<file path="config.mk">
export PLATFORM = sky130hd
export DESIGN_NAME = amx_seq_ctrl
export DESIGN_NICKNAME = d
export VERILOG_FILES = /design/src/rtl/amx_seq_ctrl.sv
export SDC_FILE = /design/constraint.sdc
export NUM_CORES = 1
export LEC_CHECK = 0
export ABC_AREA = 0
export BUFFER_PORTS_ARGS = -buffer_cell sky130_fd_sc_hd__buf_4
export CORE_UTILIZATION = 30
export CTS_BUF_LIST = sky130_fd_sc_hd__clkbuf_8 sky130_fd_sc_hd__clkbuf_16
export CTS_CLUSTER_DIAMETER = 50
export DETAILED_ROUTE_END_ITERATION = 6
export GPL_ROUTABILITY_DRIVEN = 0
export PLACE_DENSITY = 0.52
export SLEW_MARGIN = 40
export SYNTH_ARGS = -nofsm -noshare
export SYNTH_HDL_FRONTEND = slang
export SYNTH_SLANG_ARGS = --single-unit
</file>
<file path="constraint.sdc">
create_clock -name clk -period 3.6 [get_ports clk]
set_clock_uncertainty 0.2 [all_clocks]
set_input_delay 0.18 -clock clk [delete_from_list [all_inputs] [get_ports clk]]
set_output_delay 0.18 -clock clk [all_outputs]
set_load 0.005 [all_outputs]
</file>
<file path="src/rtl/amx_seq_ctrl.sv">
// amx_seq_ctrl: command sequencer for the AMX core datapath.
// Parses a host byte stream (header + payload), streams operands to the core,
// issues the start strobe, buffers core results in a small FIFO and returns
// them to the host over a valid/ready handshake.
//
// Ports:
//   clk, rst_n                     clock, async active-low reset
//   in_byte/in_valid/in_ready      host command/payload input (handshake)
//   core_data/core_load            operand byte strobe to the core
//   core_op                        opcode, held from START until next header
//   core_start                     one-cycle start strobe
//   core_done                      core completion (pulse or level)
//   core_result/core_res_valid     result bytes from the core (no backpressure)
//   out_byte/out_valid/out_ready   result stream to the host (handshake)
//   busy                           controller not in IDLE
//   err                            sticky error (bad len, overflow, timeout)
module amx_seq_ctrl #(
    parameter int unsigned MAX_LEN = 8,
    parameter int unsigned TIMEOUT = 255
) (
    input  logic       clk,
    input  logic       rst_n,
    input  logic [7:0] in_byte,
    input  logic       in_valid,
    output logic       in_ready,
    output logic [7:0] core_data,
    output logic       core_load,
    output logic [2:0] core_op,
    output logic       core_start,
    input  logic       core_done,
    input  logic [7:0] core_result,
    input  logic       core_res_valid,
    output logic [7:0] out_byte,
    output logic       out_valid,
    input  logic       out_ready,
    output logic       busy,
    output logic       err
);

    localparam int unsigned PTR_W = (MAX_LEN > 1) ? $clog2(MAX_LEN) : 1;
    localparam int unsigned CNT_W = $clog2(MAX_LEN + 1);

    typedef enum logic [2:0] {
        S_IDLE  = 3'd0,
        S_LOAD  = 3'd1,
        S_START = 3'd2,
        S_WAIT  = 3'd3,
        S_DRAIN = 3'd4
    } state_t;

    state_t             r_state;
    logic [3:0]         r_len;
    logic [3:0]         r_pcnt;
    logic [7:0]         r_tcnt;
    logic [7:0]         r_mem [MAX_LEN];
    logic [PTR_W-1:0]   r_wr_ptr;
    logic [PTR_W-1:0]   r_rd_ptr;
    logic [CNT_W-1:0]   r_count;

    logic               r_in_ready;
    logic [7:0]         r_core_data;
    logic               r_core_load;
    logic [2:0]         r_core_op;
    logic               r_core_start;
    logic [7:0]         r_out_byte;
    logic               r_out_valid;
    logic               r_busy;
    logic               r_err;

    state_t             w_state_n;
    logic               w_err_n;
    logic               w_in_hs;
    logic               w_hdr_ok;
    logic               w_len_bad;
    logic               w_push;
    logic               w_full;
    logic               w_pop;
    logic [CNT_W-1:0]   w_count_n;
    logic [PTR_W-1:0]   w_rd_ptr_n;
    logic [7:0]         w_head_n;
    logic               w_out_valid_n;

    // Next-state, FIFO bookkeeping and error logic.
    always_comb begin
        w_state_n  = r_state;
        w_err_n    = r_err;
        w_hdr_ok   = 1'b0;
        w_in_hs    = in_valid && r_in_ready;
        w_len_bad  = (in_byte[3:0] == 4'd0) || (5'({1'b0, in_byte[3:0]}) > 5'(MAX_LEN));
        w_push     = (r_state == S_WAIT) && core_res_valid;
        w_full     = (r_count == CNT_W'(MAX_LEN));
        w_pop      = (r_state == S_DRAIN) && r_out_valid && out_ready;

        if (w_push && !w_full) begin
            w_count_n = r_count + 1'b1;
        end else if (w_pop) begin
            w_count_n = r_count - 1'b1;
        end else begin
            w_count_n = r_count;
        end
        w_rd_ptr_n = w_pop ? PTR_W'(r_rd_ptr + 1'b1) : r_rd_ptr;
        // Show-ahead head: an empty FIFO being written presents the new byte directly.
        w_head_n   = (r_count == '0) ? core_result : r_mem[w_rd_ptr_n];

        case (r_state)
            S_IDLE: begin
                if (w_in_hs) begin
                    if (in_byte[7:5] == 3'b111) begin
                        w_err_n = 1'b0;
                    end else if (w_len_bad) begin
                        w_err_n = 1'b1;
                    end else begin
                        w_hdr_ok  = 1'b1;
                        w_state_n = S_LOAD;
                    end
                end
            end
            S_LOAD: begin
                if (w_in_hs && (4'(r_pcnt + 4'd1) == r_len)) begin
                    w_state_n = S_START;
                end
            end
            S_START: begin
                w_state_n = S_WAIT;
            end
            S_WAIT: begin
                if (w_push && w_full) begin
                    w_err_n = 1'b1;
                end
                if (core_done) begin
                    w_state_n = S_DRAIN;
                end else if (r_tcnt == 8'(TIMEOUT - 1)) begin
                    w_err_n   = 1'b1;
                    w_state_n = S_DRAIN;
                end
            end
            S_DRAIN: begin
                if (w_count_n == '0) begin
                    w_state_n = S_IDLE;
                end
            end
            default: begin
                w_state_n = S_IDLE;
            end
        endcase

        w_out_valid_n = (w_state_n == S_DRAIN) && (w_count_n != '0);
    end

    // State, counters and registered outputs.
    always_ff @(posedge clk or negedge rst_n) begin
        if (!rst_n) begin
            r_state      <= S_IDLE;
            r_len        <= 4'd0;
            r_pcnt       <= 4'd0;
            r_tcnt       <= 8'd0;
            r_wr_ptr     <= '0;
            r_rd_ptr     <= '0;
            r_count      <= '0;
            r_in_ready   <= 1'b1;
            r_core_data  <= 8'd0;
            r_core_load  <= 1'b0;
            r_core_op    <= 3'd0;
            r_core_start <= 1'b0;
            r_out_byte   <= 8'd0;
            r_out_valid  <= 1'b0;
            r_busy       <= 1'b0;
            r_err        <= 1'b0;
        end else begin
            r_state      <= w_state_n;
            r_err        <= w_err_n;
            r_in_ready   <= (w_state_n == S_IDLE) || (w_state_n == S_LOAD);
            r_busy       <= (w_state_n != S_IDLE);
            r_core_start <= (w_state_n == S_START);
            r_core_load  <= (r_state == S_LOAD) && w_in_hs;

            if ((r_state == S_LOAD) && w_in_hs) begin
                r_core_data <= in_byte;
                r_pcnt      <= r_pcnt + 4'd1;
            end
            if (w_hdr_ok) begin
                r_core_op <= in_byte[7:5];
                r_len     <= in_byte[3:0];
                r_pcnt    <= 4'd0;
            end

            if (r_state == S_START) begin
                r_tcnt <= 8'd0;
            end else if (r_state == S_WAIT) begin
                r_tcnt <= r_tcnt + 8'd1;
            end

            if (w_push && !w_full) begin
                r_wr_ptr <= PTR_W'(r_wr_ptr + 1'b1);
            end
            r_rd_ptr    <= w_rd_ptr_n;
            r_count     <= w_count_n;
            r_out_valid <= w_out_valid_n;
            // Only refresh the output byte while it is presented, so it holds under backpressure.
            if (w_out_valid_n) begin
                r_out_byte <= w_head_n;
            end
        end
    end

    // FIFO storage; contents need no reset since count governs validity.
    always_ff @(posedge clk) begin
        if (w_push && !w_full) begin
            r_mem[r_wr_ptr] <= core_result;
        end
    end

    assign in_ready   = r_in_ready;
    assign core_data  = r_core_data;
    assign core_load  = r_core_load;
    assign core_op    = r_core_op;
    assign core_start = r_core_start;
    assign out_byte   = r_out_byte;
    assign out_valid  = r_out_valid;
    assign busy       = r_busy;
    assign err        = r_err;

endmodule

</file>
==> results of run 1 <==
-- worst register-to-register path: stages, from the launching register on --
cell,delay [ns]
dfrtp_1,0.53
nor3b_4,0.37
nand2_1,0.34
o41ai_2,0.32
xor2_1,0.20
o31ai_4,0.54
mux2_2,0.40
-- synthesized netlist by cell type (6+ instances only) --
| library cell | n | area, um^2 |
|---|---|---|
| mux2_2 | 22 | 248 |
| a21oi_1 | 22 | 110 |
| a21boi_0 | 12 | 90.1 |
| ha_1 | 7 | 87.6 |
| mux4_2 | 15 | 338 |
| o21ai_0 | 25 | 125 |
| edfxtp_1 | 64 | 1920 |
| nand4b_1 | 8 | 70.1 |
| nand2_1 | 49 | 184 |
| nor2_1 | 26 | 97.6 |
| xor2_1 | 6 | 52.6 |
| clkbuf_1 | 16 | 60.1 |
| xnor2_1 | 10 | 87.6 |
| nand3_1 | 10 | 50.1 |
| dfrtp_1 | 53 | 1330 |
| inv_1 | 8 | 30.0 |
| and3_1 | 15 | 93.8 |
| nor2b_1 | 6 | 37.5 |
-- power groups by stage --
stage	Clock (mW)	Combinational [mW]	Sequential (mW)
2_1_floorplan	0	0.715	1.86
3_3_place_gp	0	1.10	1.90
3_5_place_dp	0	1.12	1.91
4_1_cts	1.52	1.14	1.89
5_1_grt	1.58	1.25	1.93
6_report	1.48	1.12	1.89
-- flip-flops by register name, summed over array words and instances, names as in the netlist, 3 cells and up --
name	flops
r_mem	64
r_rd_ptr	3
r_tcnt	8
r_count	4
core_data	8
r_len	4
r_state	3
r_wr_ptr	3
out_byte	8
core_op	3
r_pcnt	4
-- what timing repair did --
item	CTS	global route
resized for setup	0	0
hold endpoints to repair	135	0
hold buffers	19	0
endpoints found under the setup margin	0	0
-- routing by layer --
metal  vias up  part of all wire [%]
li1       1835                     -
met1      1885                    48
met2        74                    46
met3        16                   4.5
met4         0                   1.7
met5         -                     0
-- worst paths after layout --
kind                                    startpoint                 endpoint  cells past startpoint
max in group asynchronous                    rst_n  r_wr_ptr[2]$_DFFE_PN0P_                      2
min in group asynchronous                    rst_n    r_tcnt[4]$_DFFE_PN0P_                      2
hold / removal                      core_res_valid          err$_DFFE_PN0P_                      5
setup reg to reg              r_state[1]$_DFF_PN0_  out_byte[7]$_DFFE_PN0P_                      6
hold reg to reg            out_byte[6]$_DFFE_PN0P_  out_byte[6]$_DFFE_PN0P_                      1
setup / recovery              r_state[1]$_DFF_PN0_  out_byte[7]$_DFFE_PN0P_                      6
-- metrics by stage --
step / utilization, % / setup WS [ns] / cells / power, mW
2_1_floorplan: - / 0.958 / 449 / 2.57
3_3_place_gp: 34.6 / 0.657 / 716 / 3.00
3_5_place_dp: 34.6 / 0.602 / 716 / 3.03
4_1_cts: 38.6 / 0.583 / 767 / 4.54
5_1_grt: 38.6 / 0.357 / 767 / 4.76
6_report: 38.6 / 0.587 / 767 / 4.49
-- logic make-up (layout without fill, tap and decap cells) --
family | after synthesis | in the layout | share of synthesized area, %
xor gates and xnor gates | 16 | 16 | 2.49
muxes | 44 | 44 | 11.7
and+or+nand+nor | 149 | 149 | 13.9
buffers and inverters | 31 | 120 | 2.31
DFF | 118 | 118 | 58.2
adders and majority gates | 7 | 7 | 1.56
AOI/OAI and AO/OA | 84 | 84 | 9.83
-- area by class of cell --
| cell class | count | area, um^2 | area share (%) |
|---|---|---|---|
| Tap cell | 229 | 287 | 4.09 |
| Multi-Input combinational cell | 300 | 2240 | 31.9 |
| Sequential cell | 118 | 3270 | 46.7 |
| Timing Repair Buffer | 80 | 652 | 9.30 |
| Inverter | 8 | 30.0 | 0.428 |
| Clock buffer | 19 | 464 | 6.62 |
| Clock inverter | 13 | 65.1 | 0.928 |
==> impl_metrics.csv, run 1 <==
group,metric,value,unit
timing,min_period,3.01,ns
clock_network,clockBufferDepth,2,
clock_network,postCtsSetupBuffers,0,
worst_setup_path,crit_arrival,3.11,ns
worst_setup_path,worstPathCellList,"nor3b_4 > nand2_1 > o41ai_2 > xor2_1 > o31ai_4 > mux2_2",
cells_and_area,layout_commonest_cell,"edfxtp_1",
worst_setup_path,ff2ff_setup_slack,0.59,ns
global_routing,grtUsageMet3,3.35,%
pwr,cellLeakagePower,2.72,nW
worst_setup_path,cp_max_fo,13,
floorplan,floorplan.initialDensity,31.0,%
floorplan,die_w,139,um
worst_setup_path,cp-end-kind,"register",
clock_network,cts_tree,"done",
worst_setup_path,cp.buffers_inverters,0,
route,first_iter_violations,312,
synthesis,syn_nets,478,
floorplan,rows,49,
route,finalWirelength,12600,um
clock_network,htreeDepth,4,
timing,hold_viol_final,0,
cells_and_area,n_antenna_cell,0,
pwr,pwr-share-clk,33.0,%
pwr,power_switching,1.31,mW
pwr,p_seq_share,42.1,%
synthesis,yosysSeqAreaShare,58.2,%
pwr,comb_power_share,25.0,%
clock_network,clk_pin_slew,0.05,ns
global_routing,grtUsageMet1,19.3,%
synthesis,synth_edf_count,64,
synthesis,synthCells,449,
synthesis,synth-main-ff-cell,"edfxtp_1",
cells_and_area,final_cell_mix,"64 x edfxtp_1, 60 x buf_4, 53 x dfrtp_1",
route,wl_per_cell,16.5,um
global_routing,grt_max_degree,55,
worst_setup_path,slowest_delay,0.54,ns
flow_run,maxCapViolCount,0,
placed_design,io_buffers,46,
worst_setup_path,cp-start-kind,"register",
global_routing,antenna_found_initial,0,
placed_design,dp_hpwl,8390,um
synthesis,syn-cell-area,0.00563,mm^2
route,viasPerCell,4.97,
worst_setup_path,crit_family,"compound AO/OA/AOI/OAI gates",
clock_network,clk_latency,0.41,ns
timing,setup-tns-final,0,ns
timing,maxSlewViolCount,0,
timing,maxSlewHeadroom,52.5,%
cells_and_area,num-fill-cells,1719,
synthesis,yosysUniqueCellTypes,61,
clock_network,cts_buffers,17,
floorplan,die_h,139,um
global_routing,grt_overflow,0,
global_routing,grt_pass1_vias,3913,
timing,setup_viol,0,
timing,tightestPinTransition,0.709,ns
outcome,status,"complete, no violations",
synthesis,ys_seq_elements,118,
synthesis,avgSynthCellArea,12.5,um^2
floorplan,core_area,0.0181,mm^2
timing,whs,0.0256,ns
pwr,p_int,3.18,mW
timing,fmax,332,MHz
worst_setup_path,required,3.69,ns
floorplan,pin_count,47,
cells_and_area,syn_to_final_growth,24.5,%
route,drc,0,
timing,period_share,83.7,%
route,ant_nets,0,
cells_and_area,drive_gt1_share,25.5,%
global_routing,grt_pass1_wl,20900,um
cells_and_area,final_area,0.00701,mm^2
clock_network,ctsRootBufferMaster,"clkbuf_16",
synthesis,synth_warnings,0,
floorplan,die-area,0.0193,mm^2
pwr,sw_frac_of_total,29.2,%
placed_design,placed_cell_area,0.00628,mm^2
route,vias,3810,
cells_and_area,fin_nets,554,
global_routing,top_usage_layer,"met2",
pwr,ir_drop,0.313,mV
hold_path,worst_hold_path_type,"input port to register",
clock_network,cts.sinks,118,
timing,rsz0062_at_grt,"no",
worst_setup_path,slowest_stage,"o31ai_4",
pwr,power_density,641,mW/mm^2
global_routing,grtUsageMet2,21.8,%
route,first_pass_iters,6,
global_routing,grt_usage,14.2,%
synthesis,synthArstFlopShare,45.8,%
worst_setup_path,crit_type,"register to register",
No activity file was read; power rests on OpenSTA's default activity.
==> inputs of run 2 (changes only) <==
Settings changed: ABC_AREA 0 to 1, PLACE_DENSITY 0.52 to 0.53.
Clock period 3.6 ns to 2.6 ns, I/O delays scaled along.
==> impl_metrics.csv, run 2 <==
group,metric,value,unit
worst_setup_path,worstReg2RegStart,"r_state[2]$_DFF_PN0_",
cells_and_area,register_area,0.00327,mm^2
route,ant_nets,0,
floorplan,die-area,0.0188,mm^2
global_routing,grt_usage,14.0,%
hold_path,holdPathEnd,"r_count[0]$_DFF_PN0_",
floorplan,core_area,0.0179,mm^2
timing,hold_viol_final,0,
clock_network,ctsRootBufferMaster,"clkbuf_16",
clock_network,cts_tree,"done",
pwr,p_int,4.42,mW
global_routing,antenna_found_initial,0,
placed_design,placed_cell_area,0.00613,mm^2
hold_path,hp-start,"out_ready",
worst_setup_path,cp-start-kind,"register",
pwr,power_switching,1.91,mW
floorplan,die_w,137,um
floorplan,floorplan.initialDensity,30.6,%
global_routing,grtUsageMet2,21.0,%
synthesis,synth_top_area_share,35.1,%
clock_network,cts.sinks,118,
worst_setup_path,crit_top_cell,"nand2_1",
worst_setup_path,cp.buffers_inverters,2,
synthesis,yosysSeqAreaShare,59.8,%
pwr,pwr-share-clk,36.0,%
global_routing,grt_pass1_wl,19900,um
synthesis,synth_top_family_by_area,"simple AND/OR/NAND/NOR gates",
worst_setup_path,worstPathCellList,"nor3_1 > nand3_1 > inv_1 > nand2_1 > nand2_1 > dlygate4sd3_1",
clock_network,clockBufferDepth,2,
timing,setup_ws,0.205,ns
worst_setup_path,required,2.74,ns
synthesis,yosysUniqueCellTypes,38,
timing,tightestPinTransition,0.701,ns
pwr,comb_power_share,23.9,%
synthesis,synth-simple-area-share,23.9,%
worst_setup_path,reg2regPathDepth,6,
cells_and_area,multi_input_area,0.00172,mm^2
timing,setup_viol,0,
synthesis,synth_warnings,0,
clock_network,cts_buffers,17,
route,finalWirelength,12200,um
clock_network,postCtsSetupBuffers,0,
synthesis,avgSynthCellArea,9.37,um^2
pwr,cellLeakagePower,3.26,nW
clock_network,cts_hold_buffers,21,
worst_setup_path,crit_family,"buffers and inverters",
clock_network,clk_latency,0.41,ns
global_routing,grtUsageMet3,3.30,%
floorplan,rows,49,
worst_setup_path,crit_arrival,2.54,ns
cells_and_area,drive_gt1_share,15.7,%
synthesis,synth_area_leaders,"edfxtp_1 35%, dfrtp_1 24%, nand2_1 12%, inv_1 6.8%, nand3_1 6.1%",
pwr,sw_frac_of_total,30.2,%
worst_setup_path,ff2ff_setup_slack,0.20,ns
worst_setup_path,r2r-end,"core_data[4]$_DFFE_PN0P_",
worst_setup_path,cp_max_fo,9,
cells_and_area,largest_register,"r_mem",
cells_and_area,final_cell_mix,"179 x nand2_1, 104 x inv_1, 67 x nand3_1",
worst_setup_path,slowest_delay,0.53,ns
timing,period_share,92.1,%
synthesis,synthArstFlopShare,45.8,%
route,viasPerCell,4.50,
synthesis,synth_compound_area_share,4.27,%
placed_design,pre_cts_ws,0.348,ns
global_routing,grt_pass1_vias,3969,
synthesis,synthCells,584,
global_routing,grtUsageMet1,19.7,%
cells_and_area,utilization,38.6,%
worst_setup_path,crit_type,"register to register",
synthesis,synthMuxAreaShare,0,%
pwr,ir_drop,0.463,mV
synthesis,synth_fa_ha_area_share,1.60,%
worst_setup_path,slowest_stage,"dlygate4sd3_1",
synthesis,syn-cell-area,0.00547,mm^2
floorplan,pin_count,47,
clock_network,cts_resized,0,
cells_and_area,layout_commonest_cell,"nand2_1",
pwr,power_density,916,mW/mm^2
timing,setup-tns-final,0,ns
placed_design,io_buffers,46,
pwr,totalPowerFinal,6.33,mW
synthesis,netlist_top_cells_count,"179 x nand2_1, 99 x inv_1, 67 x nand3_1",
global_routing,top_usage_layer,"met2",
cells_and_area,fin_nets,699,
synthesis,synth_most_common_cell,"nand2_1",
timing,fmax,418,MHz
hold_path,worst_hold_path_type,"input port to register",
floorplan,die_h,137,um
synthesis,yosysTopAreaCell,"edfxtp_1",
flow_run,maxCapViolCount,0,
cells_and_area,largest_register_ffs,64,
timing,min_period,2.40,ns
timing,rsz0062_at_grt,"no",
timing,whs,0.0663,ns
synthesis,ys_seq_elements,118,
cells_and_area,final_area,0.00692,mm^2
route,wl_per_cell,13.4,um
placed_design,placedCellCount,859,
timing,maxSlewHeadroom,53.2,%
timing,maxSlewViolCount,0,
clock_network,htreeDepth,4,
global_routing,grt_max_degree,55,
synthesis,synth_xor_area_share,1.62,%
synthesis,synth-main-ff-cell,"edfxtp_1",
route,vias,4101,
cells_and_area,layoutNonFillerInstCount,912,
global_routing,grt_overflow,0,
worst_setup_path,cp-end-kind,"register",
cells_and_area,syn_to_final_growth,26.4,%
route,first_pass_iters,4,
clock_network,clk_pin_slew,0.05,ns
synthesis,synth_edf_count,64,
hold_path,hold_path_depth,7,
cells_and_area,n_antenna_cell,0,
cells_and_area,num-fill-cells,1786,
route,first_iter_violations,399,
placed_design,dp_hpwl,8540,um
route,drc,0,
outcome,status,"complete, no violations",
pwr,p_seq_share,40.2,%
synthesis,syn_nets,613,
[run 2: area by class of cell]
class | count | share of cell area (%)
Sequential cell | 118 | 47.3
Multi-Input combinational cell | 350 | 24.8
Timing Repair Buffer | 79 | 9.69
Clock buffer | 17 | 6.15
Inverter | 104 | 5.72
Tap cell | 229 | 4.14
Clock inverter | 15 | 2.15
[run 2: worst min-delay path, stage by stage]
cell,delay [ns]
buf_4,0.12
nand3_1,0.09
nor2_2,0.06
nand2_1,0.06
nand2_1,0.05
nand2_1,0.04
o21ai_1,0.07
[run 2: routing by layer]
layer / vias to the layer above / share of wire (%)
met5: - / 0
met4: 0 / 1.4
met3: 19 / 4.7
met2: 82 / 46
met1: 1957 / 48
li1: 2043 / -
[run 2: cells by family after synthesis]
kind of cell / after synthesis
compound gates: 37
xor+xnor: 8
buf+inv: 116
fa+ha+maj: 7
simple gates: 298
flops: 118
[run 2: worst max-delay path by stage]
stage	start	endpoint	slack (ns)	cells after the start
finish	r_state[2]$_DFF_PN0_	core_data[4]$_DFFE_PN0P_	0.20	6
global route	r_state[2]$_DFF_PN0_	core_data[4]$_DFFE_PN0P_	0.01	6
CTS	r_state[2]$_DFF_PN0_	core_data[4]$_DFFE_PN0P_	0.16	6
detailed placement	r_count[0]$_DFF_PN0_	r_mem[4][7]$_DFFE_PP_	0.35	7
global placement	r_count[0]$_DFF_PN0_	r_mem[6][1]$_DFFE_PP_	0.37	7
floorplan	r_count[0]$_DFF_PN0_	r_mem[4][0]$_DFFE_PP_	0.14	6
[run 2: power by group through the flow]
stage	logic, mW	registers [mW]	clock network (mW)
2_1_floorplan	0.925	2.53	0
3_3_place_gp	1.47	2.56	0
3_5_place_dp	1.49	2.57	0
4_1_cts	1.53	2.54	2.32
5_1_grt	1.75	2.58	2.41
6_report	1.51	2.54	2.28
